**src/rtl/uart_pkg.sv**
```systemverilog
// rtl/uart_pkg.sv - Shared UART constants and state encoding for the receiver and transmitter.
package uart_pkg;

  localparam int OVERSAMPLE = 16;
  localparam int MID_SAMPLE = 7;

  typedef enum logic [2:0] {
    IDLE,
    START,
    DATA,
    PARITY,
    STOP
  } uart_state_e;

endpackage

```
**src/rtl/uart_rx_if.sv**
```systemverilog
// rtl/uart_rx_if.sv - Receive-FIFO write port and status pulses of the UART receiver.
interface uart_rx_if;

  logic [7:0] fifodata;
  logic       fifowe;
  logic       fifofull;
  logic       busy;
  logic       frame_err;
  logic       overrun;
  logic       parity_err;

  modport master (
    output fifodata, fifowe, busy, frame_err, overrun, parity_err,
    input  fifofull
  );

  modport slave (
    input  fifodata, fifowe, busy, frame_err, overrun, parity_err,
    output fifofull
  );

endinterface

```
**src/rtl/uart_baud_tick.sv**
```systemverilog
// rtl/uart_baud_tick.sv - Free-running divider giving one 16x-oversample tick every CLK_DIV clocks.
module uart_baud_tick #(
  parameter int CLK_DIV = 27
) (
  input  logic clk,
  input  logic reset,
  output logic tick
);

  localparam int W = (CLK_DIV > 1) ? $clog2(CLK_DIV) : 1;
  localparam logic [W-1:0] LAST = W'(CLK_DIV - 1);

  logic [W-1:0] cnt;

  always_ff @(posedge clk or negedge reset) begin
    if (!reset) begin
      cnt <= '0;
    end else if (cnt == LAST) begin
      cnt <= '0;
    end else begin
      cnt <= cnt + 1'b1;
    end
  end

  assign tick = (cnt == LAST);

endmodule

```
**src/rtl/uart_rx.sv**
```systemverilog
// rtl/uart_rx.sv - 16x-oversampling 8N1 UART receiver writing bytes into a FIFO.
// Define UART_RX_PARITY_EN for 8E1 frames with an even-parity check.
module uart_rx
  import uart_pkg::*;
#(
  parameter int CLK_DIV     = 27,
  parameter int SYNC_STAGES = 2
) (
  input  logic      clk,
  input  logic      reset,
  input  logic      rx,
  uart_rx_if.master fifo
);

  localparam logic [3:0] T_MID  = 4'(MID_SAMPLE);
  localparam logic [3:0] T_LAST = 4'(OVERSAMPLE - 1);

  logic [SYNC_STAGES-1:0] sync;
  logic                   rx_s;
  logic                   tick;
  logic                   armed;
  uart_state_e            state;
  logic [3:0]             tcnt;
  logic [2:0]             bitcnt;
  logic [7:0]             shreg;
  logic [7:0]             data_q;
  logic                   we_q;
  logic                   fe_q;
  logic                   ov_q;
`ifdef UART_RX_PARITY_EN
  logic                   perr_q;
  logic                   pe_q;
`endif

  uart_baud_tick #(.CLK_DIV(CLK_DIV)) u_tick (
    .clk   (clk),
    .reset (reset),
    .tick  (tick)
  );

  always_ff @(posedge clk or negedge reset) begin
    if (!reset) begin
      sync <= '1;
    end else begin
      sync <= {sync[SYNC_STAGES-2:0], rx};
    end
  end

  assign rx_s = sync[SYNC_STAGES-1];

  // armed is cleared by a framing error so a stuck-low line cannot start a new frame.
  always_ff @(posedge clk or negedge reset) begin
    if (!reset) begin
      state  <= IDLE;
      tcnt   <= '0;
      bitcnt <= '0;
      shreg  <= '0;
      armed  <= 1'b0;
      data_q <= '0;
      we_q   <= 1'b0;
      fe_q   <= 1'b0;
      ov_q   <= 1'b0;
`ifdef UART_RX_PARITY_EN
      perr_q <= 1'b0;
      pe_q   <= 1'b0;
`endif
    end else begin
      we_q <= 1'b0;
      fe_q <= 1'b0;
      ov_q <= 1'b0;
`ifdef UART_RX_PARITY_EN
      pe_q <= 1'b0;
`endif
      case (state)
        IDLE: begin
          if (rx_s) armed <= 1'b1;
          if (tick && armed && !rx_s) begin
            state <= START;
            tcnt  <= '0;
          end
        end
        START: if (tick) begin
          if (tcnt == T_MID) begin
            tcnt   <= '0;
            bitcnt <= '0;
            state  <= rx_s ? IDLE : DATA;
          end else begin
            tcnt <= tcnt + 4'd1;
          end
        end
        DATA: if (tick) begin
          if (tcnt == T_LAST) begin
            tcnt   <= '0;
            shreg  <= {rx_s, shreg[7:1]};
            bitcnt <= bitcnt + 3'd1;
`ifdef UART_RX_PARITY_EN
            if (bitcnt == 3'd7) state <= PARITY;
`else
            if (bitcnt == 3'd7) state <= STOP;
`endif
          end else begin
            tcnt <= tcnt + 4'd1;
          end
        end
`ifdef UART_RX_PARITY_EN
        PARITY: if (tick) begin
          if (tcnt == T_LAST) begin
            tcnt   <= '0;
            perr_q <= ^{shreg, rx_s};
            state  <= STOP;
          end else begin
            tcnt <= tcnt + 4'd1;
          end
        end
`endif
        STOP: if (tick) begin
          if (tcnt == T_LAST) begin
            tcnt  <= '0;
            state <= IDLE;
            if (!rx_s) begin
              fe_q  <= 1'b1;
              armed <= 1'b0;
            end
`ifdef UART_RX_PARITY_EN
            else if (perr_q) pe_q <= 1'b1;
`endif
            else if (fifo.fifofull) ov_q <= 1'b1;
            else begin
              we_q   <= 1'b1;
              data_q <= shreg;
            end
          end else begin
            tcnt <= tcnt + 4'd1;
          end
        end
        default: state <= IDLE;
      endcase
    end
  end

  assign fifo.fifodata  = data_q;
  assign fifo.fifowe    = we_q;
  assign fifo.busy      = (state != IDLE);
  assign fifo.frame_err = fe_q;
  assign fifo.overrun   = ov_q;
`ifdef UART_RX_PARITY_EN
  assign fifo.parity_err = pe_q;
`else
  assign fifo.parity_err = 1'b0;
`endif

endmodule

```
**src/flat_wrapper.sv**
```systemverilog
// flat-port wrapper written by rule: the top's interface ports become plain ports
module uart_rx_flat import uart_pkg::*;
#(
  parameter int CLK_DIV     = 27,
  parameter int SYNC_STAGES = 2
)
  (clk, reset, rx, fifo_fifodata, fifo_fifowe, fifo_busy, fifo_frame_err, fifo_overrun, fifo_parity_err, fifo_fifofull);
  uart_rx_if fifo_i ();
  input  logic clk;
  input  logic reset;
  input  logic rx;
  output wire logic [$bits(fifo_i.fifodata)-1:0] fifo_fifodata;
  output wire logic [$bits(fifo_i.fifowe)-1:0] fifo_fifowe;
  output wire logic [$bits(fifo_i.busy)-1:0] fifo_busy;
  output wire logic [$bits(fifo_i.frame_err)-1:0] fifo_frame_err;
  output wire logic [$bits(fifo_i.overrun)-1:0] fifo_overrun;
  output wire logic [$bits(fifo_i.parity_err)-1:0] fifo_parity_err;
  input wire logic [$bits(fifo_i.fifofull)-1:0] fifo_fifofull;
  assign fifo_fifodata = fifo_i.fifodata;
  assign fifo_fifowe = fifo_i.fifowe;
  assign fifo_busy = fifo_i.busy;
  assign fifo_frame_err = fifo_i.frame_err;
  assign fifo_overrun = fifo_i.overrun;
  assign fifo_parity_err = fifo_i.parity_err;
  assign fifo_i.fifofull = fifo_fifofull;
  uart_rx #(.CLK_DIV(CLK_DIV), .SYNC_STAGES(SYNC_STAGES)) u_core (.clk(clk), .reset(reset), .rx(rx), .fifo(fifo_i));
endmodule
```
**config.mk**
```make
export PLATFORM = sky130hd
export DESIGN_NAME = uart_rx_flat
export DESIGN_NICKNAME = d
export VERILOG_FILES = /design/src/rtl/uart_pkg.sv /design/src/rtl/uart_rx_if.sv /design/src/rtl/uart_baud_tick.sv /design/src/rtl/uart_rx.sv /design/src/flat_wrapper.sv
export SDC_FILE = /design/constraint.sdc
export NUM_CORES = 1
export LEC_CHECK = 0
export CAP_MARGIN = 20
export CORE_MARGIN = 2
export CORE_UTILIZATION = 40
export CTS_CLUSTER_DIAMETER = 60
export DETAILED_ROUTE_END_ITERATION = 12
export HOLD_SLACK_MARGIN = 0.1
export SLEW_MARGIN = 5
export SYNTH_ARGS = -nofsm -noshare
export SYNTH_HDL_FRONTEND = slang
export SYNTH_SLANG_ARGS = --single-unit
export TNS_END_PERCENT = 5
```
**constraint.sdc**
```tcl
create_clock -name clk -period 2 [get_ports clk]
set_input_delay 0.5 -clock clk [delete_from_list [all_inputs] [get_ports clk]]
set_output_delay 0.5 -clock clk [all_outputs]
set_load 0.005 [all_outputs]
```
==> results of run 1 <==
logic make-up after synthesis:
family	share of synthesized area, %
AND/OR/NAND/NOR	15.4
flip-flops	54.2
AO/OA/AOI/OAI	8.91
multiplexers	10.5
buffers and inverters	4.46
adder cells (fa/ha/maj)	4.24
XOR/XNOR	2.05
other	0.219
worst max-delay path by stage:
stage	to	depth (start not counted)	from	slack (ps)
after floorplan	u_core.fifo.fifodata[0]	6	u_core.u_tick.cnt[0]	210
after global placement	u_core.fifo.fifodata[0]	7	u_core.u_tick.cnt[0]	140
after detailed placement	u_core.fifo.fifodata[6]	7	u_core.u_tick.cnt[0]	100
after CTS	fifo_busy	3	u_core.state[0]	30
after global routing	fifo_busy	3	u_core.state[0]	0.3
final	fifo_busy	3	u_core.state[0]	40
area by class of cell:
type                    instances  share of cell area [%]
clock buffers                   5                    3.26
repair buffers                 28                    12.3
well taps                      50                    2.96
flip-flops and latches         37                    44.1
inverters                       6                    1.07
clock inverters                 3                    2.07
multi-input cells              95                    34.2
layout by cell type (no fill, tap or decap), types with 2 or more instances in the layout:
cell type and count:
a21oi_1 2, a22o_1 3, buf_4 12, clkbuf_8 5, clkdlybuf4s50_1 15, dfrtp_1 32, dfrtp_2 3, dfstp_2 2
ha_1 5, inv_1 6, mux2_2 16, nand2_1 8, nand2b_1 3, nand3_1 5, nand4_1 3, nor2_1 13
nor3_1 2, nor3_4 2, o21ai_0 6, o22ai_1 2, xnor2_1 2, xor2_1 2
metal layers:
metal	GRT usage, %	vias up
met1	17.2	561
li1	-	563
met3	4.65	7
met4	6.54	0
met2	23.5	16
met5	0	-
worst max-delay path, stage by stage (launching register included):
cell,delay (ps)
dfrtp_2,470
nor3_4,220
inv_1,50
clkdlybuf4s50_1,430
flip-flops by register name, summed over array words and instances, names as in the netlist, 2 cells and up:
| register | cells |
|---|---|
| u_core.bitcnt | 3 |
| u_core.fifo.fifodata | 8 |
| u_core.shreg | 8 |
| u_core.state | 3 |
| u_core.sync | 2 |
| u_core.tcnt | 4 |
| u_core.u_tick.cnt | 5 |
stage by stage:
| stage | instances | utilization (%) |
|---|---|---|
| finish | 224 | 52.1 |
| global route | 224 | 52.1 |
| CTS | 223 | 51.6 |
| detailed placement | 214 | 48.5 |
| global placement | 214 | 48.5 |
| floorplan | 146 | - |
what timing repair did:
| item | in CTS | in global routing |
|---|---|---|
| resized for setup | 2 | 5 |
| setup endpoints to repair | 1 | 3 |
| buffers inserted | 1 | 1 |
| pin swaps | 0 | 1 |
power groups by stage:
stage | Combinational (uW) | Clock [uW] | Sequential (uW)
after detailed placement | 42.6 | 0 | 771
final | 44.6 | 654 | 757
after global placement | 42.1 | 0 | 771
after CTS | 43.3 | 671 | 756
after global routing | 50.4 | 705 | 758
after floorplan | 15.7 | 0 | 769
==> results.md, run 1 <==
- Status: completed
- Setup TNS: 0 ps
- Top sig layer: met4
- Met3 Routed Length: 109 um
- Vias per inst: 5.12
- Wl on met1: 1490 um
- CP Data Required Time: 1500 ps
- Pre-CTS setup slack: 95.5 ps
- Root Buffer: clkbuf_8
- Global-route wire length before repair: 5480 um
- Post-Syn Area: 0.00171 sq mm
- Synth top area cells: dfrtp_1 51%, mux2_2 11%, ha_1 3.7%
- I/O pin count: 17
- Count leader, synth: dfrtp_1
- Mean post-synth cell area: 11.7 sq um
- Layout area overhead: 23.4%
- DP Area: 0.00197 sq mm
- Synth area leader: dfrtp_1
- Vias in the first global route: 1,177
- Total GRT Usage: 14.4%
- HPWL Detailed: 2240 um
- FF+latch area: 932 sq um
- Post-synth top area share: 51.1%
- Endpoint, Worst Hold: u_core.sync[1]
- Multi-input gate area: 723 sq um
- Worst Skew: 9.43 ps
- Std cell rows: 23
- Vias post-DR: 1,147
- Worst-Skew Late Latency: 290 ps
- Clock power frac: 45.0%
- Fin crit period: 1960 ps
- Reg2Reg Depth: 5
- R2R Setup Slk: 90 ps
- Die W: 69.4 um
- DR iter-0 viols: 57
- Ys Warns: 0
- RSZ-0062 raised after global routing: false
- Largest net degree at the start of global routing: 38
- CTS Buffer Depth: 2
- Synth Instances: 146
- Max Clk Rate: 0.510 GHz
- Hold path cells: 0
- Endpoints failing setup: 0
- Total of max-cap violations: 0
- Worst-path clk slew: 80 ps
- Crit path max fanout: 6
- Final net count: 182
- Die Area: 0.00482 sq mm
- Sequential area share after synthesis: 54.2%
- Top post-synthesis cells by count: 35 x dfrtp_1, 16 x mux2_2, 14 x nor2_1, 8 x nand2_1
- Initial core utilization: 42.2%
- Total CTS buffers: 5
- Worst setup SP type: flip-flop
- Fillers: 331
- Buffers on Ports: 15
- Predominant post-synthesis flop cell: dfrtp_1
- CTS tree: built
- Setup crit end kind: output port
- Share of cells above drive strength 1: 28.7%
- Final WS setup: 39.9 ps
- Worst vdd ir: 0.000437 V
- DRT antenna net count: 0
- Cell variety after synth: 41
- FF-to-FF Start: u_core.state[2]
- Leakage: 0.000970 uW
- TritonCTS sink count: 37
- Drt total wl: 3220 um
- Design Power: 1460 uW
- EDFF count, synth: 0
- H-tree levels: 2
- Hold_ws: 360 ps
- P_sw: 312 uW
- Fin crit share: 98.0%
- DRC Markers: 0
- Arrival time at the worst endpoint: 1460 ps
- Max Slew Vio Count: 0
- WL per Instance: 14.4 um
- Sequential share of power: 52.0%
- Grt total ovfl: 0
- Antenna violations before repair: 0
- DRT Pass-1 Iters: 4
- Ant. Diodes: 0
- Int Pwr: 1140 uW
- Post-Layout Inst Area: 0.00211 sq mm
- Async set or reset register ratio after synthesis: 100%
- Net Count, Synth: 155
- P per Cell Area: 689 mW/mm^2
- Logic pwr share: 3.1%
- Hold_sp: u_core.sync[0]
- Hold crit path type: reg -> reg
- Core area: 0.00406 sq mm
- Routed wl met2: 1550 um
- Post-cts hold buffer count: 0
- RR Endpoint: u_core.tcnt[3]
- Kind of critical path: reg -> out
- Final hold vios: 0
- FF+latch count, synth: 37
- Die Height: 69.4 um
- Switching share of power: 21.4%
- Gpl congestion: 0.782
Power figures use the tool's default switching activity.
==> run 2: changes to the inputs <==
Settings changed: TNS_END_PERCENT 5 to default.
==> results of run 2 <==
No change in the layout: final DEF, timing and power equal those of run 1.
